===== src/rtl/cpu_types_pkg.sv =====
// Shared types for the memory request unit: FSM state encoding.
package cpu_types_pkg;

    typedef enum logic [1:0] {
        REQ_IFETCH  = 2'd0,
        REQ_DACCESS = 2'd1,
        REQ_HALTED  = 2'd2
    } reqstate_t;

    localparam int unsigned REQ_TIMEOUT_DEFAULT = 64;

endpackage


===== src/rtl/req_watchdog.sv =====
// Watchdog counter: counts enabled cycles since the last clear and flags
// when the count reaches TIMEOUT_CYCLES. Used only in REQ_TIMEOUT_EN builds.
module req_watchdog #(
    parameter int unsigned TIMEOUT_CYCLES = cpu_types_pkg::REQ_TIMEOUT_DEFAULT
) (
    input  logic CLK,
    input  logic RST,
    input  logic clear,
    input  logic count_en,
    output logic expired
);

    localparam int unsigned CW = $clog2(TIMEOUT_CYCLES + 1);

    logic [CW-1:0] r_count;

    // Saturates at the limit so expired stays asserted until cleared.
    always_ff @(posedge CLK or posedge RST) begin
        if (RST) begin
            r_count <= '0;
        end else if (clear) begin
            r_count <= '0;
        end else if (count_en && !expired) begin
            r_count <= r_count + 1'b1;
        end
    end

    assign expired = (r_count == CW'(TIMEOUT_CYCLES));

endmodule


===== src/rtl/memory_request_unit.sv =====
// Sequences instruction fetch and data access for a single-issue core.
// Optional watchdog enabled by defining REQ_TIMEOUT_EN.
module memory_request_unit
    import cpu_types_pkg::*;
#(
    parameter int unsigned TIMEOUT_CYCLES = REQ_TIMEOUT_DEFAULT
) (
    input  logic CLK,
    input  logic RST,
    input  logic MemRd,
    input  logic MemWr,
    input  logic halt,
    input  logic ihit,
    input  logic dhit,
    output logic iREN,
    output logic dREN,
    output logic dWEN,
    output logic pc_en,
    output logic halted,
    output logic timeout
);

    reqstate_t r_state;
    reqstate_t w_next_state;
    logic      r_rd_q;
    logic      r_wr_q;
    logic      w_rd_d;
    logic      w_wr_d;
    logic      w_expired;

    always_ff @(posedge CLK or posedge RST) begin
        if (RST) begin
            r_state <= REQ_IFETCH;
            r_rd_q  <= 1'b0;
            r_wr_q  <= 1'b0;
        end else begin
            r_state <= w_next_state;
            r_rd_q  <= w_rd_d;
            r_wr_q  <= w_wr_d;
        end
    end

    always_comb begin
        w_next_state = r_state;
        w_rd_d       = r_rd_q;
        w_wr_d       = r_wr_q;
        iREN         = 1'b0;
        dREN         = 1'b0;
        dWEN         = 1'b0;
        pc_en        = 1'b0;
        halted       = 1'b0;
        case (r_state)
            REQ_IFETCH: begin
                iREN = 1'b1;
                if (ihit) begin
                    if (halt) begin
                        w_next_state = REQ_HALTED;
                    end else if (MemRd || MemWr) begin
                        w_rd_d       = MemRd & ~MemWr;
                        w_wr_d       = MemWr;
                        w_next_state = REQ_DACCESS;
                    end else begin
                        pc_en = 1'b1;
                    end
                end
            end
            REQ_DACCESS: begin
                dREN = r_rd_q;
                dWEN = r_wr_q;
                if (dhit) begin
                    pc_en        = 1'b1;
                    w_rd_d       = 1'b0;
                    w_wr_d       = 1'b0;
                    w_next_state = REQ_IFETCH;
                end
            end
            REQ_HALTED: begin
                halted = 1'b1;
            end
            default: begin
                w_next_state = REQ_IFETCH;
            end
        endcase
        // A timeout overrides any hit arriving in the same cycle.
        if (w_expired) begin
            pc_en        = 1'b0;
            w_rd_d       = 1'b0;
            w_wr_d       = 1'b0;
            w_next_state = REQ_HALTED;
        end
    end

`ifdef REQ_TIMEOUT_EN
    logic w_awaited_hit;
    logic w_wd_clear;
    logic w_wd_count_en;
    logic r_timeout;

    assign w_awaited_hit = ((r_state == REQ_IFETCH)  && ihit) ||
                           ((r_state == REQ_DACCESS) && dhit);
    assign w_wd_clear    = w_awaited_hit || (w_next_state != r_state);
    assign w_wd_count_en = (r_state != REQ_HALTED) && !w_awaited_hit;

    req_watchdog #(
        .TIMEOUT_CYCLES(TIMEOUT_CYCLES)
    ) u_watchdog (
        .CLK      (CLK),
        .RST      (RST),
        .clear    (w_wd_clear),
        .count_en (w_wd_count_en),
        .expired  (w_expired)
    );

    always_ff @(posedge CLK or posedge RST) begin
        if (RST) begin
            r_timeout <= 1'b0;
        end else if (w_expired) begin
            r_timeout <= 1'b1;
        end
    end

    // Visible in the cycle the limit is reached; halted follows next cycle.
    assign timeout = r_timeout | w_expired;
`else
    assign w_expired = 1'b0;
    assign timeout   = 1'b0;
`endif

endmodule


===== config.mk =====
export PLATFORM = sky130hd
export DESIGN_NAME = memory_request_unit
export DESIGN_NICKNAME = d
export VERILOG_FILES = /design/src/rtl/cpu_types_pkg.sv /design/src/rtl/req_watchdog.sv /design/src/rtl/memory_request_unit.sv
export SDC_FILE = /design/constraint.sdc
export NUM_CORES = 1
export LEC_CHECK = 0
export ABC_CLOCK_PERIOD_IN_PS = 1200
export CORE_AREA = 2 2 39 41
export CTS_BUF_LIST = sky130_fd_sc_hd__clkbuf_8
export CTS_CLUSTER_SIZE = 28
export DETAILED_ROUTE_END_ITERATION = 12
export DIE_AREA = 0 0 41 43
export PLACE_DENSITY = 0.58
export SYNTH_ARGS = -nofsm -noshare
export SYNTH_HDL_FRONTEND = slang
export SYNTH_SLANG_ARGS = --single-unit

===== constraint.sdc =====
create_clock -name CLK -period 1.2 [get_ports CLK]
set_input_delay 0.24 -clock CLK [delete_from_list [all_inputs] [get_ports CLK]]
set_output_delay 0.24 -clock CLK [all_outputs]
set_load 0.005 [all_outputs]

; Word-level counts from Yosys, hierarchy flattened
; Index checks and enable logic that the tools add are counted.
[word_totals]
register_bits = 4
latchBits = 0
ramBits = 0
mem_bits_ro = 0
in_bits = 7
out_inout_bits = 6
wordCells = 41
memories = 0
[classes]
n_addsub = 0
n_mul = 0
div = 0
n_lt_le_gt_ge = 0
n_eq_ne = 7
shifts = 0
n_mux = 23
n_bitwise = 3
n_reduce_logical = 5
[op_table]
columns = cell, n
row1 = $mux 1, 15
row2 = $mux 2, 4
row3 = $ne 2x2->1 const B, 4
row4 = $pmux 1 s2, 3
row5 = $pmux 2 s3, 1
row6 = $reduce_and 5->1, 1
row7 = $reduce_and 4->1, 1
row8 = $ne 3x3->1 const B, 1
row9 = $eq 2x1->1 const B, 1
row10 = $eq 2x2->1 const B, 1
row11 = $logic_not 2->1, 1
row12 = $not 1->1, 2
row13 = $reduce_bool 2->1, 1
row14 = $and 1x1->1, 1
row15 = $logic_or 1x1->1, 1

; Logic depth before layout (Yosys ltp)
; Gate-level depths: netlist of the first run.
[depth]
ltp_word = 6
mapped_depth = 4
ltp_nobuf = 3

; Worst setup path before layout of the first run
; No wires, ideal clock.
[synth_path]
path_type = flip-flop to output port
from = register r_state[0]
to = output pc_en
arrival_time_ps = 787
required_ps = 960
setup_slack_ps = 173
path_stages_with_launch = 5
path_buffers = 1
cell_sequence = dfrtp_1 > buf_6 > nor2_1 > nand2_1 > a21oi_1
[synth_via]
elab_chain_cells = 2
elab_cells_between_ends = 3
classes_between = eq/ne (1) / mux (1) / reduce/logical (1)
[synth_rtl]
columns = item, line
row1 = "start, declared", memory_request_unit.sv:23  ; reqstate_t r_state;
row2 = "start signal, assigned", memory_request_unit.sv:37  ; r_state <= w_next_state;
row3 = $eq 2x1->1 or $logic_not 2->1 (tied branches), memory_request_unit.sv:52  ; case (r_state)
row4 = $pmux 1 s2 *, memory_request_unit.sv:52
row5 = "end, declared", memory_request_unit.sv:18  ; output logic pc_en,
; Mark *: on every way between the ends. The rest lies on a longest branch, timed or not.

; Worst setup path after layout of the first run
; Same ends and word-level chain as after synthesis.

==> results of run 1 <==
-- final cells by class --
type,count,area (um2),share of cell area [%]
Timing Repair Buffer,30,250,40.5
Tap cell,16,20.0,3.24
Sequential cell,4,101,16.4
Clock buffer,3,41.3,6.68
Inverter,2,7.51,1.21
Multi-Input combinational cell,24,198,32.0
-- worst max-delay path: cells and delay by family, from the launching register on --
| kind | cells | cell delay [ps] |
|---|---|---|
| simple gates | 2 | 130 |
| flops | 1 | 420 |
| buf+inv | 2 | 240 |
| compound gates | 1 | 100 |
-- cell usage in the layout, fill, tap and decap left out, drive strengths merged --
cell type	netlist	routed
a32oi	1	1
nand2b	1	1
dfrtp	4	4
clkdlybuf4s50	0	3
o21ba	1	1
inv	2	2
nand4b	1	1
o311ai	1	1
nand2	3	3
and3b	1	1
clkbuf	0	3
dlygate4sd2	0	3
o21ai	2	2
conb	1	1
a21oi	2	2
nor2b	2	2
nor3	1	1
nor2	5	5
nor3b	2	2
buf	3	24
-- worst max path at each step --
stage | startpoint | endpoint | slack [ps] | depth (start not counted)
after global routing | r_state[0] | pc_en | -210 | 5
after floorplan | r_state[0] | pc_en | 170 | 4
after CTS | r_state[0] | dWEN | -170 | 3
after detailed placement | MemWr | pc_en | -680 | 5
final | r_state[0] | pc_en | -150 | 5
after global placement | MemWr | pc_en | -680 | 5
-- per-stage QoR --
| stage | setup slack [ps] | cells | TNS [ps] | total power, mW | utilization, % |
|---|---|---|---|---|---|
| after global placement | -682 | 69 | -1990 | 0.240 | 35.6 |
| after global routing | -214 | 79 | -743 | 0.564 | 44.7 |
| final | -154 | 79 | -491 | 0.537 | 44.7 |
| after detailed placement | -677 | 69 | -2100 | 0.240 | 35.6 |
| after CTS | -170 | 79 | -567 | 0.537 | 43.3 |
| after floorplan | 173 | 33 | 0 | 0.183 | - |
-- power breakdown --
part	internal (mW)	switching [mW]	leakage [nW]	total (mW)
clock	0.213	0.0620	0.0216	0.275
sequential	0.140	0.00475	0.0387	0.145
combinational	0.0709	0.0458	0.243	0.117
total	0.424	0.113	0.303	0.537
-- cell usage after synthesis --
cell type  number  area [um2]
dfrtp_1         4         100
nor2_1          4        15.0
nand2_1         3        11.3
a21oi_1         2        10.0
buf_6           2        22.5
inv_1           2        7.51
o21ai_1         2        10.0
a32oi_1         1        8.76
and3b_1         1        8.76
buf_4           1        7.51
conb_1          1        3.75
nand2b_1        1        6.26
nand4b_1        1        8.76
nor2_2          1        6.26
nor2b_1         1        6.26
nor2b_4         1        13.8
nor3_2          1        10.0
nor3b_1         1        7.51
nor3b_2         1        12.5
o21ba_1         1        10.0
o311ai_2        1        16.3
-- flip-flops by register name, indices dropped and copies added (netlist names) --
| signal | flops |
|---|---|
| r_state | 2 |
| r_rd_q | 1 |
| r_wr_q | 1 |
-- timing repair --
| item | 4_1_cts | 5_1_grt |
|---|---|---|
| setup endpoints to repair | 6 | 8 |
| hold buffers | 0 | 0 |
| pin swaps | 4 | 4 |
| resized for setup | 31 | 8 |
| buffers inserted | 7 | 0 |
-- metal layers --
metal / vias to the layer above / GRT usage (%)
met1: 158 / 13.3
met4: 0 / 6.00
li1: 172 / -
met3: 0 / 1.57
met5: - / 0
met2: 5 / 19.4
-- cells by family after synthesis --
family,share of synthesized area (%)
AO/OA/AOI/OAI,18.2
flip-flops,33.1
buffers and inverters,12.4
AND/OR/NAND/NOR,35.1
other,1.24
==> flow_summary.ini, run 1 <==
[critical_path]
arrival_ps = 1110
critPathCaptureType = output port
worstReg2RegStart = r_state[0]
reg2reg_slack_ps = 30
crit_required_ps = 960
worstSetupStartpointType = register
timing.rr.end = r_wr_q
path_class = reg -> out
max_stage_delay_ps = 420
reg2reg_depth = 5
cpMaxStageDelayCell = dfrtp_2
crit_chain = buf_6 > nor2_2 > nand2_1 > a21oi_2 > buf_2
crit_path_max_fanout = 4

[synth]
synth_cell_type_count = 21
syn_area_um2 = 303
postSynthCellCount = 33
synth.yosys.seq_area_share_pct = 33.1
synth.net_count = 40
yosysWarnings = 0
syn_area_per_cell_um2 = 9.18
synth-seq-cells = 4

[timing]
fin_crit_sh_pct = 113
fin_crit_ps = 1350
finalMaxSlewViolations = 0
rsz0062_at_grt = true
fmax_mhz = 739
hold_viol_final = 0
hold_ws_ps = 211
skew_ps = 1.52
fin_ws_ps = -154
setup_violations = 5

[clock_network]
cts-buffers-inserted = 3
clkTransAtPathRegs_ps = 30
cts_root_buf = clkbuf_8
h-tree-depth = 1
cts_buffer_depth = 2
cts.sinks = 4
cts_tree = yes
clk_latency_ps = 210

[pwr]
leakagePower_nw = 0.303
ir_worst_vdd_mv = 0.381
powerDensity_nw_per_um2 = 868

[route]
first_pass_iters = 4
viasPerCell = 4.24
ant_nets = 0
wl_met2_um = 432
wl_met1_um = 328
wl_per_cell_um = 9.87
top_layer_used = met3
drtIter0Drc = 4
route.met3.wl_um = 18
wl_um = 780
vias = 335
drc = 0

[cells_and_area]
fillers = 145
area_delta_synth_final_pct = 104
diodes = 0
drive_gt1_share_pct = 61.9
final_cell_area_um2 = 618
nNetsFinal = 72

[floorplanning]
fp-row-count = 14
core_um2 = 1380
initial_core_util_pct = 21.9
ios = 13
dieArea_um2 = 1760
die_x_um = 41
die_h_um = 43

[run]
maxCapViolCount = 0

[placement]
place_area_um2 = 493
gp_congestion = 0.766
portBuffers = 11
detailed_place_hpwl_um = 546

[global_routing]
grt_pass1_vias = 363
grt_usage_pct = 11.6
grt-ovfl-total = 0
grt_pass1_wl_mm = 1.37
grt_start_max_net_pins = 5
grt_antenna_before_repair = 0

[hold_path]
hold_path_class = in -> async

[run_status]
status = finished, violations left
violations = negative setup slack
Power figures use the tool's default switching activity.
==> run 2, diff against run 1 <==
Settings changed: SKIP_CTS_REPAIR_TIMING set to 1.
==> flow_summary.ini, run 2 (synthesis results as in run 1) <==
[placement]
portBuffers = 11
place_area_um2 = 493
dp_slack_ps = -677
place_inst = 69
detailed_place_hpwl_um = 546
gp_congestion = 0.766

[clock_network]
clkTransAtPathRegs_ps = 30
cts_root_buf = clkbuf_8
cts.sinks = 4
h-tree-depth = 1
clk_latency_ps = 210
cts-buffers-inserted = 3
cts_buffer_depth = 2
cts_tree = yes

[hold_path]
hold_path_class = in -> async

[floorplanning]
ios = 13
initial_core_util_pct = 21.9
die_h_um = 43
die_x_um = 41
core_um2 = 1380
dieArea_um2 = 1760
fp-row-count = 14

[pwr]
leakagePower_nw = 0.313
ir_worst_vdd_mv = 0.355
pwr-share-clk_pct = 51.8
power_mw = 0.532
netSwitchingFraction_pct = 20.6
share_comb_of_total_power_pct = 21.2
p_int_mw = 0.422
powerDensity_nw_per_um2 = 879
seqPwrFrac_pct = 27.0
p_sw_mw = 0.110

[route]
wl_um = 742
first_pass_iters = 1
viasPerCell = 4.23
drtIter0Drc = 0
drc = 0
wl_per_cell_um = 9.64
vias = 326
ant_nets = 0

[timing]
setup_violations = 3
fin_crit_ps = 1370
fin_ws_ps = -174
hold_viol_final = 0
finalMaxSlewViolations = 0
fmax_mhz = 728
rsz0062_at_grt = true
skew_ps = 2.09
fin_crit_sh_pct = 115

[cells_and_area]
final_cells = 77
layout_commonest_cell = buf_4
multi_input_area_um2 = 193
nNetsFinal = 70
final_cell_area_um2 = 606
diodes = 0
top_regs = r_state (2), r_rd_q (1), r_wr_q (1)
top_register = r_state
largest_register_ffs = 2
ff_latch_area_um2 = 101
area_delta_synth_final_pct = 100
drive_gt1_share_pct = 54.1
fillers = 148
mostFrequentLayoutCells = buf_4 (13), nor2_1 (4), dlymetal6s2s_1 (4), buf_6 (4)

[global_routing]
grt_antenna_before_repair = 0
grt_use_met3_pct = 1.57
met2_usage_pct = 16.3
grt.met1_usage_pct = 11.7
grt_pass1_wl_mm = 1.19
top_usage_layer = met2
grt-ovfl-total = 0
grt_start_max_net_pins = 9
grt_pass1_vias = 319
grt_usage_pct = 10.1

[critical_path]
arrival_ps = 1130
worstSetupStartpointType = register
path_class = reg -> out
crit_path_max_fanout = 5
crit_required_ps = 960
critPathCaptureType = output port

[run]
maxCapViolCount = 0

[run_status]
status = finished, violations left
violations = negative setup slack
-- run 2: layer usage --
metal  routed length, um  vias to the layer above
li1                    -                      167
met4                   0                        0
met2                 399                        5
met3                  18                        0
met5                   0                        -
met1                 324                      154
-- run 2: critical path: stages (launching register included) --
cell and delay [ps]:
dfrtp_2 420, buf_6 130, nor2_1 90, nand2_1 70, a21oi_2 100, buf_2 110
-- run 2: area by class of cell --
type	instances	area share, %
clock buffer	3	6.82
inverter	2	1.24
multi-input combinational	24	31.8
sequential	4	16.7
tap	16	3.31
timing repair buffer	28	40.1
-- run 2: power by group through the flow --
stage                     clock network, mW  registers (mW)  logic (mW)
after CTS                             0.284           0.145      0.0942
after global placement                    0           0.146      0.0932
after floorplan                           0           0.143      0.0405
after global routing                  0.292           0.144       0.124
after detailed placement                  0           0.146      0.0938
final                                 0.276           0.143       0.113
-- run 2: per-stage QoR --
step | hold slack (ps) | util (%) | setup TNS [ps]
floorplan | 6.08 | - | 0
global placement | 434 | 35.6 | -1990
detailed placement | 441 | 35.6 | -2100
CTS | 216 | 38.6 | -2550
global route | 232 | 43.8 | -555
finish | 210 | 43.8 | -393
-- run 2: worst paths after layout --
path	from	endpoint	slack (ps)	cells after the start
max	r_state[0]	pc_en	-170	5
min	RST	r_rd_q	210	2
max reg2reg	r_state[0]	r_wr_q	30	6
min reg2reg	r_wr_q	r_wr_q	510	2
max in group asynchronous	RST	r_state[0]	830	2
min in group CLK	ihit	r_state[1]	450	4
==> run 3, diff against run 2 <==
Settings changed: ABC_AREA set to 1, PLACE_DENSITY 0.58 to 0.57.
==> flow_summary.ini, run 3 <==
[run]
maxCapViolCount = 0

[route]
drtIter0Drc = 3
drc = 0
first_pass_iters = 2
wl_per_cell_um = 9.57
viasPerCell = 4.14
wl_um = 861
vias = 373
ant_nets = 0

[global_routing]
grt_usage_pct = 9.66
grt_antenna_before_repair = 0
grt_start_max_net_pins = 5
grt-ovfl-total = 0
grt_pass1_vias = 315
grt_pass1_wl_mm = 1.13

[synth]
yosysWarnings = 0
syn_area_um2 = 282
synth.yosys.seq_area_share_pct = 35.6
synth_cell_type_count = 15
synth.most_common_cell = nand2_1
synth_ff_type = dfrtp_1
yosys-top-cells-count = nand2_1 (12), inv_1 (6), nor2_1 (6), dfrtp_1 (4)
postSynthCellCount = 45
synth_edf_count = 0
synth_top_area_share_pct = 35.6
synth-seq-cells = 4
syn_area_per_cell_um2 = 6.26
synth.net_count = 52
synth_area_leaders = dfrtp_1 (36%), nand2_1 (16%), inv_1 (8.0%)
synth_largest_area_cell = dfrtp_1
async_flop_share_pct = 100

[cells_and_area]
fin_util_pct = 44.8
mostFrequentLayoutCells = buf_4 (9), buf_6 (8), nand2_1 (7), inv_1 (6), clkdlybuf4s50_1 (6)
ff_latch_area_um2 = 101
largest_register_ffs = 2
multi_input_area_um2 = 186
layout_commonest_cell = buf_4
area_delta_synth_final_pct = 120
top_register = r_state
top_regs = r_state (2), r_rd_q (1), r_wr_q (1)
final_cell_area_um2 = 621
final_cells = 90
fillers = 152
diodes = 0
nNetsFinal = 83
drive_gt1_share_pct = 54.1

[pwr]
power_mw = 1.43
powerDensity_nw_per_um2 = 2300
ir_worst_vdd_mv = 1.14
leakagePower_nw = 0.322

[timing]
hold_ws_ps = 206
skew_ps = 3.13
hold_viol_final = 0
fin_tns_setup_ps = -486
fin_crit_ps = 1510
rsz0062_at_grt = true
fin_crit_sh_pct = 126
fmax_mhz = 661
finalMaxSlewViolations = 0
setup_violations = 4
fin_ws_ps = -313

[clock_network]
cts.sinks = 4
h-tree-depth = 1
clkTransAtPathRegs_ps = 30
cts_buffer_depth = 2
cts-buffers-inserted = 3
cts_root_buf = clkbuf_8
cts_tree = yes
clk_latency_ps = 220

[floorplanning]
fp-row-count = 14
dieArea_um2 = 1760
die_x_um = 41
die_h_um = 43
initial_core_util_pct = 20.3
ios = 13
core_um2 = 1380

[placement]
portBuffers = 11
dp_slack_ps = -607
place_inst = 79
place_area_um2 = 464
detailed_place_hpwl_um = 571
gp_congestion = 0.733

[critical_path]
worstSetupStartpointType = register
max_stage_delay_ps = 390
cpMaxStageDelayCell = dfrtp_1
cp_common_cell = buf_6
crit_required_ps = 960
critPathCaptureType = output port
arrival_ps = 1270
worst-path-buf-inv = 3
path_delay_family = flip-flops
crit_chain = buf_6 > nor2_4 > buf_6 > nand3b_1 > o21ai_1 > buf_2
crit_path_max_fanout = 2
path_class = reg -> out

[hold_path]
hold_path_class = in -> async

[run_status]
status = finished, violations left
violations = negative setup slack
## run 3: layer usage
layer	share of wire, %	GRT usage [%]	vias up	wire (um)
met5	0	0	-	0
met4	0	2.00	0	0
met3	4.9	6.28	0	42
met2	57	14.1	8	491
met1	38	11.7	173	326
li1	-	-	192	-
## run 3: worst paths after layout
path                            slack [ps]         end       start  depth (start not counted)
worst max register to register          20      r_rd_q  r_state[0]                          7
min in group CLK                       480      r_wr_q      r_wr_q                          2
worst min register to register         480      r_wr_q      r_wr_q                          2
max in group asynchronous              830  r_state[0]         RST                          2
worst min-delay path                   210      r_rd_q         RST                          2
worst max-delay path                  -310       pc_en  r_state[1]                          6
## run 3: cells by family after synthesis
group                  synth area share (%)
and+or+nand+nor                        36.4
AOI/OAI and AO/OA                      12.0
other                                  1.33
buffers and inverters                  14.7
DFF                                    35.6
## run 3: worst reg2reg max path: stages (launching register included)
cell and delay [ps]:
dfrtp_2 440, buf_6 140, inv_2 60, nand2_4 50
a21oi_4 180, nand2_2 80, nand2_1 60, nand2_1 50
## run 3: report_power, final
| part | total (mW) | switching [mW] | internal [mW] |
|---|---|---|---|
| registers | 0.257 | 0.0624 | 0.194 |
| clock network | 0.277 | 0.0641 | 0.213 |
| logic | 0.893 | 0.385 | 0.508 |
## run 3: layout make-up
class / count / area share [%]
clock buffer: 3 / 6.65
timing repair buffer: 27 / 38.3
multi-input combinational: 31 / 30.0
inverter: 9 / 5.44
sequential: 4 / 16.3
tap: 16 / 3.23
